[config.mk]
export PLATFORM = sky130hd
export DESIGN_NAME = error_log_buffer_flat
export DESIGN_NICKNAME = d
export VERILOG_FILES = /design/src/rtl/error_log_buffer_pkg.sv /design/src/rtl/error_log_buffer_if.sv /design/src/rtl/error_log_buffer_ram.sv /design/src/rtl/error_log_buffer.sv /design/src/flat_wrapper.sv
export SDC_FILE = /design/constraint.sdc
export NUM_CORES = 2
export LEC_CHECK = 0
export ABC_AREA = 1
export ABC_CLOCK_PERIOD_IN_PS = 17600
export BUFFER_PORTS_ARGS = -buffer_cell sky130_fd_sc_hd__buf_2
export CORE_MARGIN = 2
export CORE_UTILIZATION = 41
export DETAILED_ROUTE_END_ITERATION = 12
export PLACE_DENSITY = 0.62
export SYNTH_ARGS = -nofsm -noshare
export SYNTH_HDL_FRONTEND = slang
export SYNTH_SLANG_ARGS = --single-unit
[constraint.sdc]
create_clock -name clk -period 17.6 [get_ports clk]
set_input_delay 0.88 -clock clk [delete_from_list [all_inputs] [get_ports clk]]
set_output_delay 0.88 -clock clk [all_outputs]
set_load 0.05 [all_outputs]
[src/rtl/error_log_buffer_pkg.sv]
`default_nettype none
// ============================================================================
// Module      : err_log_pkg
// Description : Shared types and constants for the error log buffer.
//               err_log_entry_t is the 96-bit {ts, data} entry stored in the
//               ring. The error type field sits in data[22:18].
// Revision    : 1.0 - initial release
// ============================================================================
package err_log_pkg;

    typedef struct packed {
        logic [31:0] ts;
        logic [63:0] data;
    } err_log_entry_t;

    localparam int ERR_TYPE_LSB = 18;
    localparam int ERR_TYPE_MSB = 22;
    localparam int OVF_CNT_W    = 16;

endpackage : err_log_pkg
`default_nettype wire

[src/rtl/error_log_buffer_if.sv]
`default_nettype none
// ============================================================================
// Module      : error_log_buffer_if
// Description : Bundles the error log buffer's logging port, software read
//               port, statistics and interrupt.
//               master : detector / software side (drives log_*, rd_en, log_clear)
//               slave  : error_log_buffer
// Revision    : 1.0 - initial release
// ============================================================================
interface error_log_buffer_if
    import err_log_pkg::*;
#(
    parameter int DEPTH = 16
);
    localparam int CNT_W = $clog2(DEPTH) + 1;

    logic                 log_valid;
    logic [63:0]          log_data;
    logic [31:0]          log_timestamp;
    logic                 rd_en;
    logic                 log_clear;
    logic                 rd_valid;
    logic [95:0]          rd_entry;
    logic [CNT_W-1:0]     count;
    logic                 empty;
    logic                 full;
    logic [OVF_CNT_W-1:0] overflow_cnt;
    logic                 first_valid;
    logic [95:0]          first_entry;
    logic                 irq_watermark;

    modport master (
        output log_valid, log_data, log_timestamp, rd_en, log_clear,
        input  rd_valid, rd_entry, count, empty, full, overflow_cnt,
               first_valid, first_entry, irq_watermark
    );

    modport slave (
        input  log_valid, log_data, log_timestamp, rd_en, log_clear,
        output rd_valid, rd_entry, count, empty, full, overflow_cnt,
               first_valid, first_entry, irq_watermark
    );

endinterface : error_log_buffer_if
`default_nettype wire

[src/rtl/error_log_buffer_ram.sv]
`default_nettype none
// ============================================================================
// Module      : err_log_ram
// Description : Simple dual-port entry store, DEPTH x err_log_entry_t.
//               One write port, one registered read port.
// Ports       : clk, rst      - clock, async active-high reset (read reg only)
//               wr_en/addr/data - write port
//               rd_en/addr    - read request; rd_data valid after the edge
//               rd_data       - registered read data, holds when rd_en=0
// Revision    : 1.0 - initial release
// ============================================================================
module err_log_ram
    import err_log_pkg::*;
#(
    parameter int DEPTH = 16,
    parameter int PTR_W = $clog2(DEPTH)
) (
    input  wire logic           clk,
    input  wire logic           rst,
    input  wire logic           wr_en,
    input  wire logic [PTR_W-1:0] wr_addr,
    input  wire err_log_entry_t wr_data,
    input  wire logic           rd_en,
    input  wire logic [PTR_W-1:0] rd_addr,
    output err_log_entry_t      rd_data
);

    err_log_entry_t r_mem [DEPTH];

    // Storage array is never reset so it can map onto plain RAM.
    always_ff @(posedge clk) begin
        if (wr_en) begin
            r_mem[wr_addr] <= wr_data;
        end
    end

    // Read-before-write: a same-edge write to rd_addr returns the old entry,
    // which is what a pop of the oldest slot on a full ring needs.
    always_ff @(posedge clk or posedge rst) begin
        if (rst) begin
            rd_data <= '0;
        end else if (rd_en) begin
            rd_data <= r_mem[rd_addr];
        end
    end

endmodule : err_log_ram
`default_nettype wire

[src/rtl/error_log_buffer.sv]
`default_nettype none
// ============================================================================
// Module      : error_log_buffer
// Description : Circular capture buffer for error detector log words.
//               Accepts a write every cycle, single-entry pop port, overflow
//               counter, first-error capture and watermark interrupt.
//               Build option ERR_LOG_OVERWRITE_EN: when defined, a write to a
//               full buffer overwrites the oldest entry; otherwise it is
//               dropped. Either way overflow_cnt counts the lost entry.
// Ports       : clk, rst (async active-high), bus (error_log_buffer_if.slave)
// Revision    : 1.0 - initial release
// ============================================================================
module error_log_buffer
    import err_log_pkg::*;
#(
    parameter int DEPTH     = 16,
    parameter int WATERMARK = 8
) (
    input  wire logic      clk,
    input  wire logic      rst,
    error_log_buffer_if.slave bus
);

    localparam int PTR_W = $clog2(DEPTH);
    localparam int CNT_W = PTR_W + 1;

`ifdef ERR_LOG_OVERWRITE_EN
    localparam bit OVERWRITE = 1'b1;
`else
    localparam bit OVERWRITE = 1'b0;
`endif

    logic [PTR_W-1:0]     r_wp;
    logic [PTR_W-1:0]     r_rp;
    logic [CNT_W-1:0]     r_count;
    logic [OVF_CNT_W-1:0] r_ovf;
    logic                 r_first_valid;
    err_log_entry_t       r_first_entry;
    logic                 r_rd_valid;
    logic                 r_irq;

    logic                 w_full;
    logic                 w_empty;
    logic                 w_wr;
    logic                 w_rd;
    logic                 w_lost;
    logic                 w_store;
    logic                 w_rp_adv;
    logic [CNT_W-1:0]     w_count_nxt;
    err_log_entry_t       w_entry;
    err_log_entry_t       w_rd_data;

    assign w_full  = (r_count == CNT_W'(DEPTH));
    assign w_empty = (r_count == '0);
    assign w_entry = err_log_entry_t'({bus.log_timestamp, bus.log_data});

    // log_clear swallows any concurrent write or pop.
    assign w_wr     = bus.log_valid & ~bus.log_clear;
    assign w_rd     = bus.rd_en & ~bus.log_clear & ~w_empty;
    // A write into a full ring without a pop loses an entry: the new one
    // (drop build) or the oldest one (overwrite build).
    assign w_lost   = w_wr & w_full & ~w_rd;
    assign w_store  = w_wr & (~w_full | w_rd | OVERWRITE);
    // Overwriting the oldest slot drags the read pointer along.
    assign w_rp_adv = w_rd | (w_lost & OVERWRITE);

    always_comb begin
        w_count_nxt = r_count;
        if (w_store && !w_rd && !w_full) begin
            w_count_nxt = r_count + CNT_W'(1);
        end else if (w_rd && !w_store) begin
            w_count_nxt = r_count - CNT_W'(1);
        end
    end

    always_ff @(posedge clk or posedge rst) begin
        if (rst) begin
            r_wp          <= '0;
            r_rp          <= '0;
            r_count       <= '0;
            r_ovf         <= '0;
            r_first_valid <= 1'b0;
            r_first_entry <= '0;
            r_rd_valid    <= 1'b0;
            r_irq         <= 1'b0;
        end else if (bus.log_clear) begin
            // first_entry and the storage array keep their old contents.
            r_wp          <= '0;
            r_rp          <= '0;
            r_count       <= '0;
            r_ovf         <= '0;
            r_first_valid <= 1'b0;
            r_rd_valid    <= 1'b0;
            r_irq         <= 1'b0;
        end else begin
            if (w_store) begin
                r_wp <= r_wp + PTR_W'(1);
            end
            if (w_rp_adv) begin
                r_rp <= r_rp + PTR_W'(1);
            end
            r_count <= w_count_nxt;
            if (w_lost && (r_ovf != '1)) begin
                r_ovf <= r_ovf + OVF_CNT_W'(1);
            end
            if (w_store && !r_first_valid) begin
                r_first_valid <= 1'b1;
                r_first_entry <= w_entry;
            end
            r_rd_valid <= w_rd;
            r_irq      <= (w_count_nxt >= CNT_W'(WATERMARK));
        end
    end

    err_log_ram #(
        .DEPTH (DEPTH),
        .PTR_W (PTR_W)
    ) u_ram (
        .clk     (clk),
        .rst     (rst),
        .wr_en   (w_store),
        .wr_addr (r_wp),
        .wr_data (w_entry),
        .rd_en   (w_rd),
        .rd_addr (r_rp),
        .rd_data (w_rd_data)
    );

    assign bus.rd_valid      = r_rd_valid;
    assign bus.rd_entry      = w_rd_data;
    assign bus.count         = r_count;
    assign bus.empty         = w_empty;
    assign bus.full          = w_full;
    assign bus.overflow_cnt  = r_ovf;
    assign bus.first_valid   = r_first_valid;
    assign bus.first_entry   = r_first_entry;
    assign bus.irq_watermark = r_irq;

endmodule : error_log_buffer
`default_nettype wire

[src/flat_wrapper.sv]
// flat-port wrapper written by rule: the top's interface ports become plain ports
module error_log_buffer_flat import err_log_pkg::*;
#(
    parameter int DEPTH     = 16,
    parameter int WATERMARK = 8
)
  (clk, rst, bus_log_valid, bus_log_data, bus_log_timestamp, bus_rd_en, bus_log_clear, bus_rd_valid, bus_rd_entry, bus_count, bus_empty, bus_full, bus_overflow_cnt, bus_first_valid, bus_first_entry, bus_irq_watermark);
  error_log_buffer_if #(.DEPTH(DEPTH)) bus_i ();
  input  wire logic clk;
  input  wire logic rst;
  input wire logic [$bits(bus_i.log_valid)-1:0] bus_log_valid;
  input wire logic [$bits(bus_i.log_data)-1:0] bus_log_data;
  input wire logic [$bits(bus_i.log_timestamp)-1:0] bus_log_timestamp;
  input wire logic [$bits(bus_i.rd_en)-1:0] bus_rd_en;
  input wire logic [$bits(bus_i.log_clear)-1:0] bus_log_clear;
  output wire logic [$bits(bus_i.rd_valid)-1:0] bus_rd_valid;
  output wire logic [$bits(bus_i.rd_entry)-1:0] bus_rd_entry;
  output wire logic [$bits(bus_i.count)-1:0] bus_count;
  output wire logic [$bits(bus_i.empty)-1:0] bus_empty;
  output wire logic [$bits(bus_i.full)-1:0] bus_full;
  output wire logic [$bits(bus_i.overflow_cnt)-1:0] bus_overflow_cnt;
  output wire logic [$bits(bus_i.first_valid)-1:0] bus_first_valid;
  output wire logic [$bits(bus_i.first_entry)-1:0] bus_first_entry;
  output wire logic [$bits(bus_i.irq_watermark)-1:0] bus_irq_watermark;
  assign bus_i.log_valid = bus_log_valid;
  assign bus_i.log_data = bus_log_data;
  assign bus_i.log_timestamp = bus_log_timestamp;
  assign bus_i.rd_en = bus_rd_en;
  assign bus_i.log_clear = bus_log_clear;
  assign bus_rd_valid = bus_i.rd_valid;
  assign bus_rd_entry = bus_i.rd_entry;
  assign bus_count = bus_i.count;
  assign bus_empty = bus_i.empty;
  assign bus_full = bus_i.full;
  assign bus_overflow_cnt = bus_i.overflow_cnt;
  assign bus_first_valid = bus_i.first_valid;
  assign bus_first_entry = bus_i.first_entry;
  assign bus_irq_watermark = bus_i.irq_watermark;
  error_log_buffer #(.DEPTH(DEPTH), .WATERMARK(WATERMARK)) u_core (.clk(clk), .rst(rst), .bus(bus_i));
endmodule
==> metrics.csv <==
stage,metric,value,unit
die,num ports,319,
yosys,synthesized flop and latch total,1760,
detailed_routing,drt drc,0,
yosys,syn avg cell area,10.8,um2
yosys,"top cells by area, synth","edfxtp_1 (64%), nand2_1 (15%), dfrtp_1 (7.8%), nand3_1 (6.3%), inv_1 (2.1%)",
global_route,vias in the first global route,46200,
yosys,Synth cell types,30,
cts,Worst-Skew Late Latency,0.83,ns
status,status,"complete, no violations",
die,die area,180000,um2
cts,CTS Sinks,1760,
global_route,pin count of the biggest net entering global routing,246,
sta,Slew headroom,0.0971,
yosys,Syn Inst Count,6663,
cts,Clock transition at path regs,0.06,ns
power_and_ir_drop,PwrDens,130,nW/um2
worst_setup_path,Worst R2R Start,u_core.r_rp[0],
yosys,Ys Warns,0,
global_route,All-Layer GR Usage,0.213,
detailed_routing,Final ANT Viol Nets,0,
sta,Final Setup Violations,0,
detailed_routing,DR WL/cell,20.7,um
sta,WHS,0.181,ns
worst_setup_path,crit path max fanout,245,
cts,CTS tree,built,
final_layout,area of the multi-input gates,17500,um2
cts,number of cells upsized or downsized after cts,0,
cts,Setup Buffers After CTS,0,
sta,worst slew pin tran,1.35,ns
hold_path,Hold Path Class,in2async,
die,Placement Rows,154,
sta,count of pins over their slew limit,0,
sta,Final Cycle Share,0.252,
placed_design,number of port buffers,318,
sta,RSZ-0062 raised after global routing,no,
yosys,ys flop type,edfxtp_1,
detailed_routing,first-pass detailed-route iteration total,6,
detailed_routing,via count,47500,
final_layout,layout cells sized above 1,0.114,
yosys,Mapped Nets,6773,
yosys,top-count cell post-synth,nand2_1,
worst_setup_path,WP data arrival,5.20,ns
worst_setup_path,reg2reg setup slack,13.16,ns
worst_setup_path,r2r worst-path depth,11,
cts,clock tree buffer depth,3,
yosys,"FFs w/ async S/R, synth",0.127,
cts,number of buffers created by CTS,186,
sta,fmax,225,MHz
worst_setup_path,Crit. End Element,flip-flop,
yosys,sequential cell area fraction in the yosys report,0.716,
yosys,"EDFF count, synth",1536,
power_and_ir_drop,Lkg Pwr,33.5,nW
cts,H-tree lvl count,4,
placed_design,RePlAce Congestion,0.782,
final_layout,area grow syn2layout,13.6,%
die,Die H,424,um
final_layout,post-layout net count,6972,
run,Max-cap violations,0,
worst_setup_path,Worst Setup SP,u_core.r_rp[0],
worst_setup_path,Worst EP required,18.36,ns
placed_design,DPL Wire Length,93600,um
yosys,post-synth top area cell,edfxtp_1,
die,Initial Utilization,0.411,
sta,Final Skew,0.0408,ns
sta,final hold viol count,0,
die,Die X,424,um
die,Core ar.,176000,um2
worst_setup_path,critical path class,reg2reg,
detailed_routing,final wirelength,194000,um
worst_setup_path,CP Launch Type,flip-flop,
power_and_ir_drop,Peak supply drop,86.4,uV
cts,clk root buf,clkbuf_16,
final_layout,fillers,16000,
global_route,gr ovfl total,0,
cts,CTS Hold Bufs,0,
global_route,initial antenna violation count,13,
sta,post-layout min period,4.44,ns
detailed_routing,Via density,5.07,
yosys,Synth top area share,0.638,
yosys,Synth top cells by count,"nand2_1 (2957), edfxtp_1 (1536), nand3_1 (911)",
detailed_routing,First DRT Iteration DRCs,4358,
final_layout,register area,51700,um2
sta,setup TNS,0,ns
global_route,first-pass GRT wire length,290000,um
yosys,Post-Syn Area,72300,um2
[layout make-up]
type	count	share of cell area
sequential	1760	0.630
multi-input combinational	4129	0.213
clock buffer	262	0.0640
tap	2340	0.0356
timing repair buffer	376	0.0265
inverter	409	0.0192
clock inverter	91	0.0113
antenna	4	0.000122
[where the power goes]
part	switching [mW]	total [mW]	internal (mW)
clock	1.65	3.95	2.30
sequential	0.148	4.88	4.73
combinational	1.43	1.87	0.431
total	3.23	10.7	7.46
[per-layer routing]
layer  up-vias  track usage  routed length, um
met1     23300        0.277              83000
met2      1403        0.363              94500
met5         -            0                 79
met3       317       0.0320              10400
li1      22500            -                  -
met4        14       0.0719               5640
[flip-flops by register name, summed over array words and instances, names as in the netlist]
name,count
u_core.bus.rd_valid,1
u_core.r_rp,4
u_core.bus.first_valid,1
u_core.bus.irq_watermark,1
u_core.bus.count,5
u_core.r_wp,4
u_core.bus.first_entry,96
u_core.u_ram.r_mem,1536
u_core.u_ram.rd_data,96
u_core.bus.overflow_cnt,16
[logic make-up after synthesis]
logic type	Yosys count	share of synthesized area
and+or+nand+nor	4041	0.231
buffers and inverters	774	0.0439
DFF	1760	0.716
AOI/OAI and AO/OA	67	0.00660
adders and majority gates	9	0.00156
xor gates and xnor gates	12	0.00145
[path summary, 6_finish.rpt]
kind | to
setup / recovery | u_core.u_ram.rd_data[83]
hold / removal | u_core.bus.irq_watermark
setup reg to reg | u_core.u_ram.rd_data[83]
hold reg to reg | u_core.bus.first_entry[27]
max in group asynchronous | u_core.u_ram.rd_data[2]
min in group clk | u_core.bus.count[2]
[layout by cell type (no fill, tap or decap), drive strengths merged]
cell	instances
xnor2	2
clkinv	63
clkbuf	262
nand2	2958
xor2	10
nand4	16
and2	2
nand3	912
dfrtp	224
nor2	40
or2	108
o21bai	2
bufinv	14
o21ai	7
ha	9
edfxtp	1536
buf	376
nor3	1
a21oi	2
nand3b	4
inv	420
clkinvlp	3
diode	4
o22ai	3
o211ai	53
[stage by stage]
| stage | setup slack, ns | instances | cell area (um2) | power [mW] | utilization |
|---|---|---|---|---|---|
| floorplan | 10.59 | 6663 | 72300 | 6.27 | - |
| global placement | 13.03 | 9014 | 75900 | 6.83 | 0.432 |
| detailed placement | 12.98 | 9014 | 75900 | 6.85 | 0.432 |
| CTS | 13.09 | 9367 | 82100 | 10.8 | 0.467 |
| global route | 12.77 | 9370 | 82100 | 11.1 | 0.467 |
| finish | 13.16 | 9371 | 82100 | 10.7 | 0.467 |
[critical path: stages, from the launching register on]
cell and delay (ns):
dfrtp_4 0.86, inv_8 0.77, buf_12 0.80, buf_4 0.91
nand2_1 0.12, nand2_1 0.11, nand2_1 0.06, nand2_1 0.10
nand2_1 0.05, nand3_1 0.13, nand3_1 0.10, nand2_1 0.10
(Power assumes the default switching activity.)
